## config.mk

```make
export PLATFORM = sky130hd
export DESIGN_NAME = id_ex_stage_flat
export DESIGN_NICKNAME = d
export VERILOG_FILES = /design/src/rtl/id_ex_stage_if.sv /design/src/rtl/id_ex_stage.sv /design/src/flat_wrapper.sv
export SDC_FILE = /design/constraint.sdc
export NUM_CORES = 1
export LEC_CHECK = 0
export BUFFER_PORTS_ARGS = -buffer_cell sky130_fd_sc_hd__buf_2
export CAP_MARGIN = 20
export CORE_AREA = 2 2 143 145
export DETAILED_ROUTE_END_ITERATION = 10
export DIE_AREA = 0 0 145 147
export PLACE_DENSITY = 0.71
export SETUP_SLACK_MARGIN = 0.02
export SYNTH_ARGS = -nofsm -noshare
export SYNTH_HDL_FRONTEND = slang
export SYNTH_SLANG_ARGS = --single-unit
```

## constraint.sdc

```tcl
create_clock -name clk -period 1.6 [get_ports clk]
set_input_delay 0.32 -clock clk [delete_from_list [all_inputs] [get_ports clk]]
set_output_delay 0.32 -clock clk [all_outputs]
set_load 0.02 [all_outputs]
```

## src/rtl/id_ex_stage_if.sv

```systemverilog
// Decode/execute pipeline bus for id_ex_stage: decode slot, write-back port,
// flush, held execute entry and bubble counter.
interface id_ex_stage_if;
  logic        in_valid;
  logic        in_ready;
  logic [4:0]  in_rs;
  logic [4:0]  in_rt;
  logic [4:0]  in_rd;
  logic [31:0] in_rdata1;
  logic [31:0] in_rdata2;
  logic [31:0] in_imm;
  logic [31:0] in_pc4;
  logic [7:0]  in_ctrl;
  logic        wb_we;
  logic [4:0]  wb_reg;
  logic [31:0] wb_data;
  logic        flush;
  logic        out_valid;
  logic        out_ready;
  logic [4:0]  out_rs;
  logic [4:0]  out_rt;
  logic [4:0]  out_rd;
  logic [31:0] out_op1;
  logic [31:0] out_op2;
  logic [31:0] out_imm;
  logic [31:0] out_pc4;
  logic [7:0]  out_ctrl;
  logic [15:0] bubble_cnt;

  modport master (
    output in_valid, in_rs, in_rt, in_rd, in_rdata1, in_rdata2, in_imm, in_pc4, in_ctrl,
    output wb_we, wb_reg, wb_data, flush, out_ready,
    input  in_ready, out_valid, out_rs, out_rt, out_rd, out_op1, out_op2, out_imm, out_pc4,
    input  out_ctrl, bubble_cnt
  );

  modport slave (
    input  in_valid, in_rs, in_rt, in_rd, in_rdata1, in_rdata2, in_imm, in_pc4, in_ctrl,
    input  wb_we, wb_reg, wb_data, flush, out_ready,
    output in_ready, out_valid, out_rs, out_rt, out_rd, out_op1, out_op2, out_imm, out_pc4,
    output out_ctrl, bubble_cnt
  );
endinterface

```

## src/rtl/id_ex_stage.sv

```systemverilog
// ID/EX pipeline register with load-use bubble insertion, flush and held-operand refresh.
// Define WB_BYPASS_EN to forward the same-cycle write-back into operands on accept.
module id_ex_stage (
  input logic          clk,
  input logic          rst_n,
  id_ex_stage_if.slave bus
);
  localparam int unsigned CtrlMemRead = 5;

  logic        valid_q, valid_d;
  logic [4:0]  rs_q, rs_d, rt_q, rt_d, rd_q, rd_d;
  logic [31:0] op1_q, op1_d, op2_q, op2_d, imm_q, imm_d, pc4_q, pc4_d;
  logic [7:0]  ctrl_q, ctrl_d;
  logic [15:0] bcnt_q, bcnt_d;

  logic        load_use, in_ready, accept;
  logic        wb_hit_out_rs, wb_hit_out_rt;
  logic [31:0] op1_in, op2_in;

  assign load_use = valid_q && ctrl_q[CtrlMemRead] && (rt_q != 5'd0) && bus.in_valid &&
                    ((rt_q == bus.in_rs) || (rt_q == bus.in_rt));
  assign in_ready = (!valid_q || bus.out_ready) && !load_use && !bus.flush;
  assign accept   = bus.in_valid && in_ready;

  assign wb_hit_out_rs = bus.wb_we && (bus.wb_reg != 5'd0) && (bus.wb_reg == rs_q);
  assign wb_hit_out_rt = bus.wb_we && (bus.wb_reg != 5'd0) && (bus.wb_reg == rt_q);

`ifdef WB_BYPASS_EN
  // Register file is written on the same edge we capture, so forward it here.
  logic wb_hit_in_rs, wb_hit_in_rt;
  assign wb_hit_in_rs = bus.wb_we && (bus.wb_reg != 5'd0) && (bus.wb_reg == bus.in_rs);
  assign wb_hit_in_rt = bus.wb_we && (bus.wb_reg != 5'd0) && (bus.wb_reg == bus.in_rt);
  assign op1_in = wb_hit_in_rs ? bus.wb_data : bus.in_rdata1;
  assign op2_in = wb_hit_in_rt ? bus.wb_data : bus.in_rdata2;
`else
  assign op1_in = bus.in_rdata1;
  assign op2_in = bus.in_rdata2;
`endif

  always_comb begin
    valid_d = valid_q;
    rs_d    = rs_q;
    rt_d    = rt_q;
    rd_d    = rd_q;
    op1_d   = op1_q;
    op2_d   = op2_q;
    imm_d   = imm_q;
    pc4_d   = pc4_q;
    ctrl_d  = ctrl_q;
    bcnt_d  = bcnt_q;
    if (bus.flush) begin
      valid_d = 1'b0;
      ctrl_d  = 8'h00;
    end else if (accept) begin
      valid_d = 1'b1;
      rs_d    = bus.in_rs;
      rt_d    = bus.in_rt;
      rd_d    = bus.in_rd;
      op1_d   = op1_in;
      op2_d   = op2_in;
      imm_d   = bus.in_imm;
      pc4_d   = bus.in_pc4;
      ctrl_d  = bus.in_ctrl;
    end else if (valid_q && bus.out_ready) begin
      valid_d = 1'b0;
      ctrl_d  = 8'h00;
      if (load_use && (bcnt_q != 16'hFFFF)) begin
        bcnt_d = bcnt_q + 16'd1;
      end
    end else if (valid_q) begin
      // Stalled entry: keep operands coherent with the register file.
      if (wb_hit_out_rs) op1_d = bus.wb_data;
      if (wb_hit_out_rt) op2_d = bus.wb_data;
    end
  end

  always_ff @(posedge clk or negedge rst_n) begin
    if (!rst_n) begin
      valid_q <= 1'b0;
      rs_q    <= 5'd0;
      rt_q    <= 5'd0;
      rd_q    <= 5'd0;
      op1_q   <= 32'd0;
      op2_q   <= 32'd0;
      imm_q   <= 32'd0;
      pc4_q   <= 32'd0;
      ctrl_q  <= 8'h00;
      bcnt_q  <= 16'd0;
    end else begin
      valid_q <= valid_d;
      rs_q    <= rs_d;
      rt_q    <= rt_d;
      rd_q    <= rd_d;
      op1_q   <= op1_d;
      op2_q   <= op2_d;
      imm_q   <= imm_d;
      pc4_q   <= pc4_d;
      ctrl_q  <= ctrl_d;
      bcnt_q  <= bcnt_d;
    end
  end

  assign bus.in_ready   = in_ready;
  assign bus.out_valid  = valid_q;
  assign bus.out_rs     = rs_q;
  assign bus.out_rt     = rt_q;
  assign bus.out_rd     = rd_q;
  assign bus.out_op1    = op1_q;
  assign bus.out_op2    = op2_q;
  assign bus.out_imm    = imm_q;
  assign bus.out_pc4    = pc4_q;
  assign bus.out_ctrl   = ctrl_q;
  assign bus.bubble_cnt = bcnt_q;
endmodule
```

## src/flat_wrapper.sv

```systemverilog
// flat-port wrapper written by rule: the top's interface ports become plain ports
module id_ex_stage_flat 
  (clk, rst_n, bus_in_valid, bus_in_rs, bus_in_rt, bus_in_rd, bus_in_rdata1, bus_in_rdata2, bus_in_imm, bus_in_pc4, bus_in_ctrl, bus_wb_we, bus_wb_reg, bus_wb_data, bus_flush, bus_out_ready, bus_in_ready, bus_out_valid, bus_out_rs, bus_out_rt, bus_out_rd, bus_out_op1, bus_out_op2, bus_out_imm, bus_out_pc4, bus_out_ctrl, bus_bubble_cnt);
  id_ex_stage_if bus_i ();
  input logic clk;
  input logic rst_n;
  input wire logic [$bits(bus_i.in_valid)-1:0] bus_in_valid;
  input wire logic [$bits(bus_i.in_rs)-1:0] bus_in_rs;
  input wire logic [$bits(bus_i.in_rt)-1:0] bus_in_rt;
  input wire logic [$bits(bus_i.in_rd)-1:0] bus_in_rd;
  input wire logic [$bits(bus_i.in_rdata1)-1:0] bus_in_rdata1;
  input wire logic [$bits(bus_i.in_rdata2)-1:0] bus_in_rdata2;
  input wire logic [$bits(bus_i.in_imm)-1:0] bus_in_imm;
  input wire logic [$bits(bus_i.in_pc4)-1:0] bus_in_pc4;
  input wire logic [$bits(bus_i.in_ctrl)-1:0] bus_in_ctrl;
  input wire logic [$bits(bus_i.wb_we)-1:0] bus_wb_we;
  input wire logic [$bits(bus_i.wb_reg)-1:0] bus_wb_reg;
  input wire logic [$bits(bus_i.wb_data)-1:0] bus_wb_data;
  input wire logic [$bits(bus_i.flush)-1:0] bus_flush;
  input wire logic [$bits(bus_i.out_ready)-1:0] bus_out_ready;
  output wire logic [$bits(bus_i.in_ready)-1:0] bus_in_ready;
  output wire logic [$bits(bus_i.out_valid)-1:0] bus_out_valid;
  output wire logic [$bits(bus_i.out_rs)-1:0] bus_out_rs;
  output wire logic [$bits(bus_i.out_rt)-1:0] bus_out_rt;
  output wire logic [$bits(bus_i.out_rd)-1:0] bus_out_rd;
  output wire logic [$bits(bus_i.out_op1)-1:0] bus_out_op1;
  output wire logic [$bits(bus_i.out_op2)-1:0] bus_out_op2;
  output wire logic [$bits(bus_i.out_imm)-1:0] bus_out_imm;
  output wire logic [$bits(bus_i.out_pc4)-1:0] bus_out_pc4;
  output wire logic [$bits(bus_i.out_ctrl)-1:0] bus_out_ctrl;
  output wire logic [$bits(bus_i.bubble_cnt)-1:0] bus_bubble_cnt;
  assign bus_i.in_valid = bus_in_valid;
  assign bus_i.in_rs = bus_in_rs;
  assign bus_i.in_rt = bus_in_rt;
  assign bus_i.in_rd = bus_in_rd;
  assign bus_i.in_rdata1 = bus_in_rdata1;
  assign bus_i.in_rdata2 = bus_in_rdata2;
  assign bus_i.in_imm = bus_in_imm;
  assign bus_i.in_pc4 = bus_in_pc4;
  assign bus_i.in_ctrl = bus_in_ctrl;
  assign bus_i.wb_we = bus_wb_we;
  assign bus_i.wb_reg = bus_wb_reg;
  assign bus_i.wb_data = bus_wb_data;
  assign bus_i.flush = bus_flush;
  assign bus_i.out_ready = bus_out_ready;
  assign bus_in_ready = bus_i.in_ready;
  assign bus_out_valid = bus_i.out_valid;
  assign bus_out_rs = bus_i.out_rs;
  assign bus_out_rt = bus_i.out_rt;
  assign bus_out_rd = bus_i.out_rd;
  assign bus_out_op1 = bus_i.out_op1;
  assign bus_out_op2 = bus_i.out_op2;
  assign bus_out_imm = bus_i.out_imm;
  assign bus_out_pc4 = bus_i.out_pc4;
  assign bus_out_ctrl = bus_i.out_ctrl;
  assign bus_bubble_cnt = bus_i.bubble_cnt;
  id_ex_stage u_core (.clk(clk), .rst_n(rst_n), .bus(bus_i));
endmodule
```

==> flow_metrics.env <==
export IMPL_diodes=0
export IMPL_grt_usage_pct=19.8
export IMPL_synth_top_family_by_area="multiplexers"
export IMPL_cp_num_cells=6
export IMPL_max_cap_violations=0
export IMPL_powerDensity_mw_per_mm2=1110
export IMPL_drt_wirelength_per_cell_um=16.9
export IMPL_syn_area_per_cell_um2=13.1
export IMPL_path_cells="xnor2_2, nand3_2, o22ai_4, nand2_2, and2_4, buf_6"
export IMPL_yosys_area_top_type="dfrtp_1"
export IMPL_status="finished, violations left"
export IMPL_highest_layer="met4"
export IMPL_setup_ws_ps=-468
export IMPL_tritoncts_num_buffers=17
export IMPL_drcViolationCount=0
export IMPL_fillCellCount=1630
export IMPL_synth_seq_cells=168
export IMPL_nNetsFinal=1225
export IMPL_clock_sinks=168
export IMPL_yosys_top_cells_count="dfrtp_1, nand2_1, mux2_4, mux2i_1, o21ai_1"
export IMPL_firstDrtPassIters=5
export IMPL_synth_xor_area_share_pct=4.00
export IMPL_h_tree_depth=4
export IMPL_rows=52
export IMPL_timing_hold_ws_ps=111
export IMPL_violations="setup timing"
export IMPL_place_ws_ps=-421
export IMPL_multi_input_area_mm2=0.00333
export IMPL_synth_fa_ha_area_share_pct=0.163
export IMPL_final_cell_count_no_fill=1312
export IMPL_ff_latch_area_mm2=0.00422
export IMPL_grt_pass1_wl_mm=33.2
export IMPL_fin_skew_ps=8.93
export IMPL_path_class="register to primary output"
export IMPL_syn_nets=782
export IMPL_synth_area_leaders="dfrtp_1, mux2_4, mux2i_1, nand2_1, o21ai_1"
export IMPL_hold_viol=0
export IMPL_wl_met2_mm=11.6
export IMPL_period_share_pct=129
export IMPL_route_met3_wl_mm=1.28
export IMPL_m1WireLength_mm=9.10
export IMPL_cts_tree="done"
export IMPL_hold_path_cell_count=3
export IMPL_post_route_min_period_ps=2070
export IMPL_peakVddDrop_uv=648
export IMPL_routabilityCongestion=0.806
export IMPL_setup_viol=169
export IMPL_place_area_mm2=0.0103
export IMPL_vias_per_cell=4.65
export IMPL_initial_core_util_pct=38.6
export IMPL_die_y_um=147
export IMPL_hp_class="input pin to register"
export IMPL_endpoint_kind="primary output"
export IMPL_report_final_slew_viol_count=0
export IMPL_hpwlAfterDp_mm=15.4
export IMPL_synth_edff_count=0
export IMPL_wl_mm=22.2
export IMPL_grt_start_max_net_pins=52
export IMPL_slowest_stage="dfrtp_2"
export IMPL_dr_first_iter_drc_count=234
export IMPL_cp_arrival_ps=1750
export IMPL_worstMarginPinSlew_ps=370
export IMPL_synth_main_ff_cell="dfrtp_1"
export IMPL_relSlewSlack_pct=75.3
export IMPL_p_leak_nw=5.62
export IMPL_cp_required_ps=1280
export IMPL_netlist_instances=587
export IMPL_reg2reg_depth=9
export IMPL_critPathBufInv=1
export IMPL_syn_cell_area_mm2=0.00767
export IMPL_netlist_area_leader_share_pct=54.8
export IMPL_synth_sequential_area_ratio_pct=54.8
export IMPL_start_kind="register"
export IMPL_io_pins=363
export IMPL_cts_root_buf="clkbuf_16"
export IMPL_worst_path_largest_cell_delay_ps=460
export IMPL_crit_family="flip-flops"
export IMPL_synthSimpleGateAreaFrac_pct=7.82
export IMPL_overflow=0
export IMPL_vias=6105
export IMPL_area_delta_synth_final_pct=49.3
export IMPL_layout_drive_gt1_share_pct=59.2
export IMPL_synth_cell_type_count=33
export IMPL_synth_warnings=0
export IMPL_antenna_left=0
export IMPL_post_route_util_pct=57.7
export IMPL_synth_most_common_cell="dfrtp_1"
export IMPL_place_inst=1257
export IMPL_clk_latency_ps=420
export IMPL_fmax_mhz=484
export IMPL_grt_pass1_vias=6329
export IMPL_synth_mux_area_share_pct=23.8
export IMPL_antenna_found_initial=0
export IMPL_grt_setup_unrepaired="true"
export IMPL_synth_compound_area_share_pct=5.61
export IMPL_async_reset_ff_share_pct=100
export IMPL_cts_path_max_buffers=2
export IMPL_die_area_mm2=0.0213
export IMPL_design_area_mm2=0.0115
export IMPL_die_x_um=145
export IMPL_clk_pin_slew_ps=70
export IMPL_core_region_area_mm2=0.0198
export IMPL_portBuffers=362
export IMPL_worstPathMaxFanout=4
## kinds of logic after synthesis
kind of cell,count (synthesis)
AND/OR/NAND/NOR,125
flip-flops,168
buffers and inverters,36
multiplexers,144
adder cells (fa/ha/maj),1
AO/OA/AOI/OAI,78
XOR/XNOR,35
## state kept, by name (all words and copies together), names as in the netlist
name,count
u_core.bus.out_ctrl,8
u_core.bus.out_pc4,32
u_core.bus.out_valid,1
u_core.bus.out_rs,5
u_core.bus.out_rt,5
u_core.bus.bubble_cnt,16
u_core.bus.out_rd,5
u_core.bus.out_imm,32
u_core.bus.out_op1,32
u_core.bus.out_op2,32
## repair_timing
| item | CTS | global route |
|---|---|---|
| hold buffers | 1 | 0 |
| pin swaps | 8 | 6 |
| cloned | 7 | 3 |
| gates resized for setup | 21 | 48 |
| buffers inserted | 6 | 7 |
| hold endpoints to repair | 25 | 0 |
| setup endpoints to repair | 169 | 171 |
## per-layer routing
metal | vias up | global-route usage [%]
met2 | 240 | 36.0
met1 | 2918 | 23.7
li1 | 2926 | -
met4 | 0 | 4.26
met3 | 21 | 5.28
met5 | - | 0
## placed cells by master, fill, tap and decap left out, types with 2 or more instances in the layout
| master | netlist | routed |
|---|---|---|
| inv_6 | 0 | 6 |
| nand3_2 | 4 | 7 |
| buf_16 | 0 | 9 |
| buf_6 | 18 | 18 |
| xnor2_1 | 30 | 20 |
| clkbuf_16 | 0 | 20 |
| and3_1 | 5 | 5 |
| o21ai_2 | 0 | 4 |
| clkinv_4 | 0 | 2 |
| buf_4 | 2 | 58 |
| and4_1 | 2 | 2 |
| dfrtp_1 | 168 | 159 |
| dfrtp_2 | 0 | 9 |
| nor4_4 | 2 | 2 |
| clkinv_2 | 0 | 2 |
| nand4_1 | 7 | 7 |
| nand3_1 | 6 | 3 |
| buf_12 | 0 | 11 |
| inv_8 | 0 | 2 |
| nor2_1 | 4 | 3 |
| buf_2 | 8 | 358 |
| mux2_4 | 76 | 79 |
| nand2_2 | 0 | 6 |
| xor2_1 | 5 | 5 |
| o21ai_1 | 61 | 67 |
| a21oi_1 | 3 | 2 |
| nand2_1 | 89 | 83 |
| mux2i_1 | 64 | 63 |
| xnor2_2 | 0 | 10 |
## power by group
group	switching, W	internal (W)
clock	0.00184	0.00219
sequential	0.000363	0.00485
combinational	0.00182	0.00162
total	0.00402	0.00866
## path summary, 6_finish.rpt
check | start | to | slack, ps
min reg2reg | u_core.bus.out_imm[7] | u_core.bus.out_imm[7] | 510
min | bus_in_rdata1[14] | u_core.bus.out_op1[14] | 110
max | u_core.bus.out_rt[1] | bus_in_ready | -470
min in group asynchronous | rst_n | u_core.bus.bubble_cnt[7] | 380
max reg2reg | u_core.bus.out_rt[1] | u_core.bus.out_rd[1] | -460
max in group asynchronous | rst_n | u_core.bus.out_imm[6] | 630
## cell type report
type / instances / area share, %
Sequential cell: 168 / 36.8
Multi-Input combinational cell: 383 / 29.1
Timing Repair Buffer: 459 / 26.2
Clock buffer: 17 / 3.71
Tap cell: 270 / 2.95
Clock inverter: 14 / 1.22
Inverter: 1 / 0.0328
## worst register-to-register path: stages, from the launching register on
cell and delay (ps):
dfrtp_2 460, xnor2_2 200, nand3_2 120, o22ai_4 190, buf_6 140, a21oi_4 50
buf_12 170, buf_12 150, clkbuf_16 170, mux2_4 290
## metrics by stage
| stage | total power, W | setup TNS, ps |
|---|---|---|
| 6_report | 0.0127 | -57420 |
| 5_1_grt | 0.0133 | -70590 |
| 4_1_cts | 0.0127 | -58470 |
| 3_5_place_dp | 0.00849 | -56190 |
| 3_3_place_gp | 0.00843 | -53190 |
| 2_1_floorplan | 0.00717 | -42880 |
No activity file was read; power rests on OpenSTA's default activity.
